File: config.mk
export PLATFORM = sky130hd
export DESIGN_NAME = rv32i_test_monitor
export DESIGN_NICKNAME = d
export VERILOG_FILES = /design/src/rtl/rv32i_test_mon_pkg.sv /design/src/rtl/rv32i_sat_counter.sv /design/src/rtl/rv32i_test_monitor.sv
export SDC_FILE = /design/constraint.sdc
export NUM_CORES = 1
export LEC_CHECK = 0
export ABC_AREA = 1
export CORE_MARGIN = 2
export CORE_UTILIZATION = 44
export CTS_CLUSTER_DIAMETER = 40
export DETAILED_ROUTE_END_ITERATION = 10
export PLACE_DENSITY = 0.8
export SLEW_MARGIN = 15
export SYNTH_ARGS = -nofsm -noshare
export SYNTH_HDL_FRONTEND = slang
export SYNTH_SLANG_ARGS = --single-unit
File: constraint.sdc
create_clock -name clk -period 2.85 [get_ports clk]
set_clock_uncertainty 0.2 [all_clocks]
set_input_delay 0.4275 -clock clk [delete_from_list [all_inputs] [get_ports clk]]
set_output_delay 0.4275 -clock clk [all_outputs]
set_load 0.03 [all_outputs]
File: src/rtl/rv32i_test_mon_pkg.sv
// Shared types and default constants for the RV32I test-run monitor.
package rv32i_test_mon_pkg;

  localparam int unsigned RST_CYCLES_DEF     = 10;
  localparam int unsigned TIMEOUT_CYCLES_DEF = 5000;
  localparam int unsigned CNT_W_DEF          = 16;

  typedef enum logic [2:0] {
    ST_IDLE,
    ST_RESET,
    ST_RUN,
    ST_PASS,
    ST_FAIL,
    ST_TIMEOUT
  } state_e;

  function automatic logic is_terminal(input state_e s);
    return (s == ST_PASS) || (s == ST_FAIL) || (s == ST_TIMEOUT);
  endfunction

endpackage

File: src/rtl/rv32i_sat_counter.sv
// Clearable up-counter that sticks at all-ones instead of wrapping.
module rv32i_sat_counter #(
  parameter int unsigned CNT_W = 16
) (
  input  logic             clk,
  input  logic             rst_n,
  input  logic             clr,
  input  logic             inc,
  output logic [CNT_W-1:0] count
);

  always_ff @(posedge clk or negedge rst_n) begin
    if (!rst_n) begin
      count <= '0;
    end else if (clr) begin
      count <= '0;
    end else if (inc && (count != {CNT_W{1'b1}})) begin
      count <= count + CNT_W'(1);
    end
  end

endmodule

File: src/rtl/rv32i_test_monitor.sv
// Sequences core reset, watches for the ECALL/gp pass-fail convention and a run timeout.
// Define RV32I_TEST_MON_STATS_EN to build the cumulative pass/fail/timeout tallies.
module rv32i_test_monitor
  import rv32i_test_mon_pkg::*;
#(
  parameter int unsigned RST_CYCLES     = RST_CYCLES_DEF,
  parameter int unsigned TIMEOUT_CYCLES = TIMEOUT_CYCLES_DEF,
  parameter int unsigned CNT_W          = CNT_W_DEF
) (
  input  logic             clk,
  input  logic             rst_n,
  input  logic             start,
  input  logic             is_ecall,
  input  logic [31:0]      gp_value,
  output logic             core_rst_n,
  output logic             busy,
  output logic             done,
  output logic             done_pulse,
  output logic             pass,
  output logic             fail,
  output logic             timeout,
  output logic [30:0]      fail_testnum,
  output logic [CNT_W-1:0] cycle_count,
  output logic [CNT_W-1:0] pass_cnt,
  output logic [CNT_W-1:0] fail_cnt,
  output logic [CNT_W-1:0] timeout_cnt
);

  localparam int unsigned     RCW      = (RST_CYCLES > 1) ? $clog2(RST_CYCLES) : 1;
  localparam logic [RCW-1:0]  RST_LAST = RCW'(RST_CYCLES - 1);
  localparam logic [CNT_W-1:0] TO_LAST = CNT_W'(TIMEOUT_CYCLES - 1);

  state_e         state;
  state_e         next_state;
  logic [RCW-1:0] rst_cnt;
  logic           enter_pass;
  logic           enter_fail;
  logic           enter_to;

  always_ff @(posedge clk or negedge rst_n) begin
    if (!rst_n) state <= ST_IDLE;
    else        state <= next_state;
  end

  // Ecall outranks timeout; start outranks everything.
  always_comb begin
    next_state = state;
    case (state)
      ST_RESET: if (rst_cnt == RST_LAST) next_state = ST_RUN;
      ST_RUN: begin
        if (is_ecall)                   next_state = (gp_value == 32'h1) ? ST_PASS : ST_FAIL;
        else if (cycle_count == TO_LAST) next_state = ST_TIMEOUT;
      end
      default: next_state = state;
    endcase
    if (start) next_state = ST_RESET;
  end

  assign enter_pass = (state == ST_RUN) && (next_state == ST_PASS);
  assign enter_fail = (state == ST_RUN) && (next_state == ST_FAIL);
  assign enter_to   = (state == ST_RUN) && (next_state == ST_TIMEOUT);

  always_ff @(posedge clk or negedge rst_n) begin
    if (!rst_n)                             rst_cnt <= '0;
    else if ((state == ST_RESET) && !start) rst_cnt <= rst_cnt + RCW'(1);
    else                                    rst_cnt <= '0;
  end

  // Status flops track the upcoming state so they line up with it cycle for cycle.
  always_ff @(posedge clk or negedge rst_n) begin
    if (!rst_n) begin
      core_rst_n   <= 1'b0;
      busy         <= 1'b0;
      done         <= 1'b0;
      done_pulse   <= 1'b0;
      pass         <= 1'b0;
      fail         <= 1'b0;
      timeout      <= 1'b0;
      fail_testnum <= '0;
    end else begin
      core_rst_n <= (next_state != ST_IDLE) && (next_state != ST_RESET);
      busy       <= (next_state == ST_RESET) || (next_state == ST_RUN);
      done       <= is_terminal(next_state);
      done_pulse <= enter_pass || enter_fail || enter_to;
      pass       <= (next_state == ST_PASS);
      fail       <= (next_state == ST_FAIL);
      timeout    <= (next_state == ST_TIMEOUT);
      if (start)           fail_testnum <= '0;
      else if (enter_fail) fail_testnum <= gp_value[31:1];
    end
  end

  // Counts only cycles that stay in RUN, so the value freezes on the deciding cycle.
  rv32i_sat_counter #(.CNT_W(CNT_W)) u_cycle_cnt (
    .clk   (clk),
    .rst_n (rst_n),
    .clr   (start),
    .inc   ((state == ST_RUN) && (next_state == ST_RUN)),
    .count (cycle_count)
  );

`ifdef RV32I_TEST_MON_STATS_EN
  rv32i_sat_counter #(.CNT_W(CNT_W)) u_pass_cnt (
    .clk   (clk),
    .rst_n (rst_n),
    .clr   (1'b0),
    .inc   (enter_pass),
    .count (pass_cnt)
  );

  rv32i_sat_counter #(.CNT_W(CNT_W)) u_fail_cnt (
    .clk   (clk),
    .rst_n (rst_n),
    .clr   (1'b0),
    .inc   (enter_fail),
    .count (fail_cnt)
  );

  rv32i_sat_counter #(.CNT_W(CNT_W)) u_timeout_cnt (
    .clk   (clk),
    .rst_n (rst_n),
    .clr   (1'b0),
    .inc   (enter_to),
    .count (timeout_cnt)
  );
`else
  assign pass_cnt    = '0;
  assign fail_cnt    = '0;
  assign timeout_cnt = '0;
`endif

endmodule

==> results by group <==
Cells and area
  – Leading cell type in the layout, fill and taps excluded: clkdlybuf4s50_1
  – Final Net Count: 561
  – Antenna diodes: 0
  – Area growth syn-to-layout: 27.2%
  – Final core utilization: 0.574
  – Layout cells sized above 1: 0.139
  – Most frequent cells in the layout: clkdlybuf4s50_1 (88), nand2_1 (77), dfrtp_1 (61)

GRT
  – Total gr overflow: 0
  – Tot GR Track Use: 0.189
  – Vias in the first global route: 2914
  – Largest net degree at the start of global routing: 35
  – Initial antenna violation count: 0
  – First-pass GRT wire length: between 10000 and 15000 µm

STA
  – Post-layout minimum cycle time: around 2400 ps
  – Fin. max-slew vios: 0
  – Worst slew margin: 0.518
  – Least-Margin Pin Slew: 723 ps
  – Unrepaired setup endpoints after global routing: false
  – Final Hold Fails: 0
  – Final Setup Violations: 0
  – Final period utilization: 0.829
  – Max frequency: 0.423 GHz
  – Setup TNS: 0 ps

Setup path
  – R2R Path Start: u_cycle_cnt.count[1]
  – Worst path arrival time: 2390 ps
  – Reg2reg setup slack: 490 ps
  – Setup crit start kind: register
  – Worst Setup SP: u_cycle_cnt.count[1]
  – Data required, critical path: 2880 ps
  – Crit path capture type: register
  – Max FO, Critical Path: 30
  – Critical path class: reg2reg
  – Reg2reg path depth: 14

Floorplanning
  – Core Rows: 33
  – Die ar.: 9130 µm²
  – Die Width: 95.6 µm
  – Die Span Y: about 96 µm
  – Core area: 8180 µm²
  – IO Pins: ~140
  – Initial Util: 0.451

Routing
  – Detailed-route DRC error count: 0
  – ANT nets after route: 0
  – Final WL: 8250 µm
  – Vias per inst: 4.85
  – Pre-antenna DRT Iters: 4
  – DR vias: around 3000
  – WL/cell: 13.1 µm
  – 1st-iter DRT viols: 188

Worst hold path
  – Hold path start: rst_cnt[0]
  – Worst Hold Class: reg2reg
  – Hold depth: 1

Synth
  – Synthesized cell area: 3690 µm²
  – Synth cell types: 36
  – Register bit total from synthesis: 61
  – Avg Inst Size Synth: 8.48 µm²
  – Seq/Total Area, Yosys: 0.414
  – Syn Inst Count: 435
  – YS warnings: 0

Clock network
  – Postcts setup bufs: 0
  – Post_cts resized: 0
  – Worst-path clk slew: 60 ps
  – Clock Latency Late Sink: about 340 ps
  – Root Buffer: clkbuf_8
  – Clock Path Buffers: 2
  – CTS Hold Bufs: 1
  – H-tree depth: 3
  – Clock sinks: 61
  – CTS tree: built
  – Num CTS Buffers: 9

Placement
  – Dpl hpwl: just under 6000 µm
  – IO buf count: 89
  – RD Place Congestion: between 0.8 and 0.9

Power
  – Clk pwr share: 0.395
  – Internal: ~1.6 mW
  – Power share of the sequential group: 0.420
  – Comb pwr share: 0.185
  – Pleak: 2.26 nW
  – Switching part of the total: 0.291
  – Psw: 0.642 mW
  – Pwr dens: 470 nW/µm²
  – Peak VDD IR: 0.226 mV

Outcome
  – Status: finished clean

Flow run
  – Max-cap viol count: 0
cell families (layout without fill, tap and decap cells):
kind of cell,after synthesis,after routing,share of synthesized area
compound gates,23,23,0.0339
simple gates,216,216,0.320
xor+xnor,13,13,0.0309
fa+ha+maj,3,3,0.0102
other cells,1,48,0.00102
buf+inv,118,163,0.190
flops,61,61,0.414
power groups by stage:
stage          clock network [mW]  registers, mW  logic, mW
2_1_floorplan                   0          0.963      0.291
3_3_place_gp                    0          0.939      0.398
3_5_place_dp                    0          0.943      0.405
4_1_cts                     0.887          0.927      0.408
5_1_grt                     0.933          0.930      0.453
6_report                    0.870          0.927      0.408
worst max-delay path: stages (launching register included):
cell and delay [ps]:
dfrtp_1 410, ha_1 210, nand2_1 80, inv_2 70
nand2_1 50, nor2_1 100, nand2_1 80, or2_1 230
nand2_2 90, nand2_2 60, nand2_4 160, nand4_4 160
buf_12 220, nand3_1 80, nand2_1 60
cells in the mapped netlist (all sizes together):
| library cell | number | area share |
|---|---|---|
| dfrtp | 61 | 0.41 |
| nand2 | 86 | 0.096 |
| clkbuf | 5 | 0.0051 |
| nor3 | 3 | 0.0054 |
| o21ai | 16 | 0.022 |
| or2 | 1 | 0.0017 |
| a31oi | 1 | 0.0017 |
| buf | 64 | 0.13 |
| nand3 | 53 | 0.11 |
| clkinv | 2 | 0.0034 |
| o22ai | 1 | 0.0017 |
| nor2 | 34 | 0.036 |
| nand3b | 1 | 0.0020 |
| nor4 | 1 | 0.0017 |
| conb | 1 | 0.0010 |
| a31o | 2 | 0.0047 |
| xnor2 | 7 | 0.017 |
| inv | 47 | 0.049 |
| xor2 | 6 | 0.014 |
| nand4 | 36 | 0.065 |
| a21oi | 3 | 0.0041 |
| and2 | 1 | 0.0017 |
| ha | 3 | 0.010 |
final timing paths:
| check | to |
|---|---|
| min | rst_cnt[0] |
| max reg2reg | fail_testnum[16] |
| max in group asynchronous | fail_testnum[26] |
| min reg2reg | rst_cnt[0] |
| min in group asynchronous | u_cycle_cnt.count[2] |
| max | fail_testnum[16] |
routing by layer:
layer	up-vias	part of all wire	global-route usage	wire, µm
li1	1499	-	-	-
met1	1439	0.43	0.233	3530
met2	120	0.49	0.315	4050
met3	10	0.063	0.0443	518
met4	0	0.018	0.0810	145
met5	-	0	0	0
state kept, by name (all words and copies together), names as in the netlist:
signal,flops
fail_testnum,31
u_cycle_cnt.count,16
rst_cnt,4
state,3
busy,1
core_rst_n,1
done,1
done_pulse,1
fail,1
pass,1
timeout,1
layout make-up:
cell class,count,area [µm²]
clock buffers,12,155
flip-flops and latches,61,1530
inverters,49,191
repair buffers,98,981
well taps,105,131
multi-input cells,303,1640
clock inverters,4,70.1
fillers,758,3480
stage by stage:
stage	cell area, µm²	hold slack (ps)	power [mW]	std cells	setup slack, ps
5_1_grt	4690	336	2.32	632	187
2_1_floorplan	3860	-68.1	1.25	482	593
3_3_place_gp	4460	273	1.34	615	220
3_5_place_dp	4460	294	1.35	615	173
4_1_cts	4690	306	2.22	632	472
6_report	4690	299	2.21	632	487
Power figures use the tool's default switching activity.
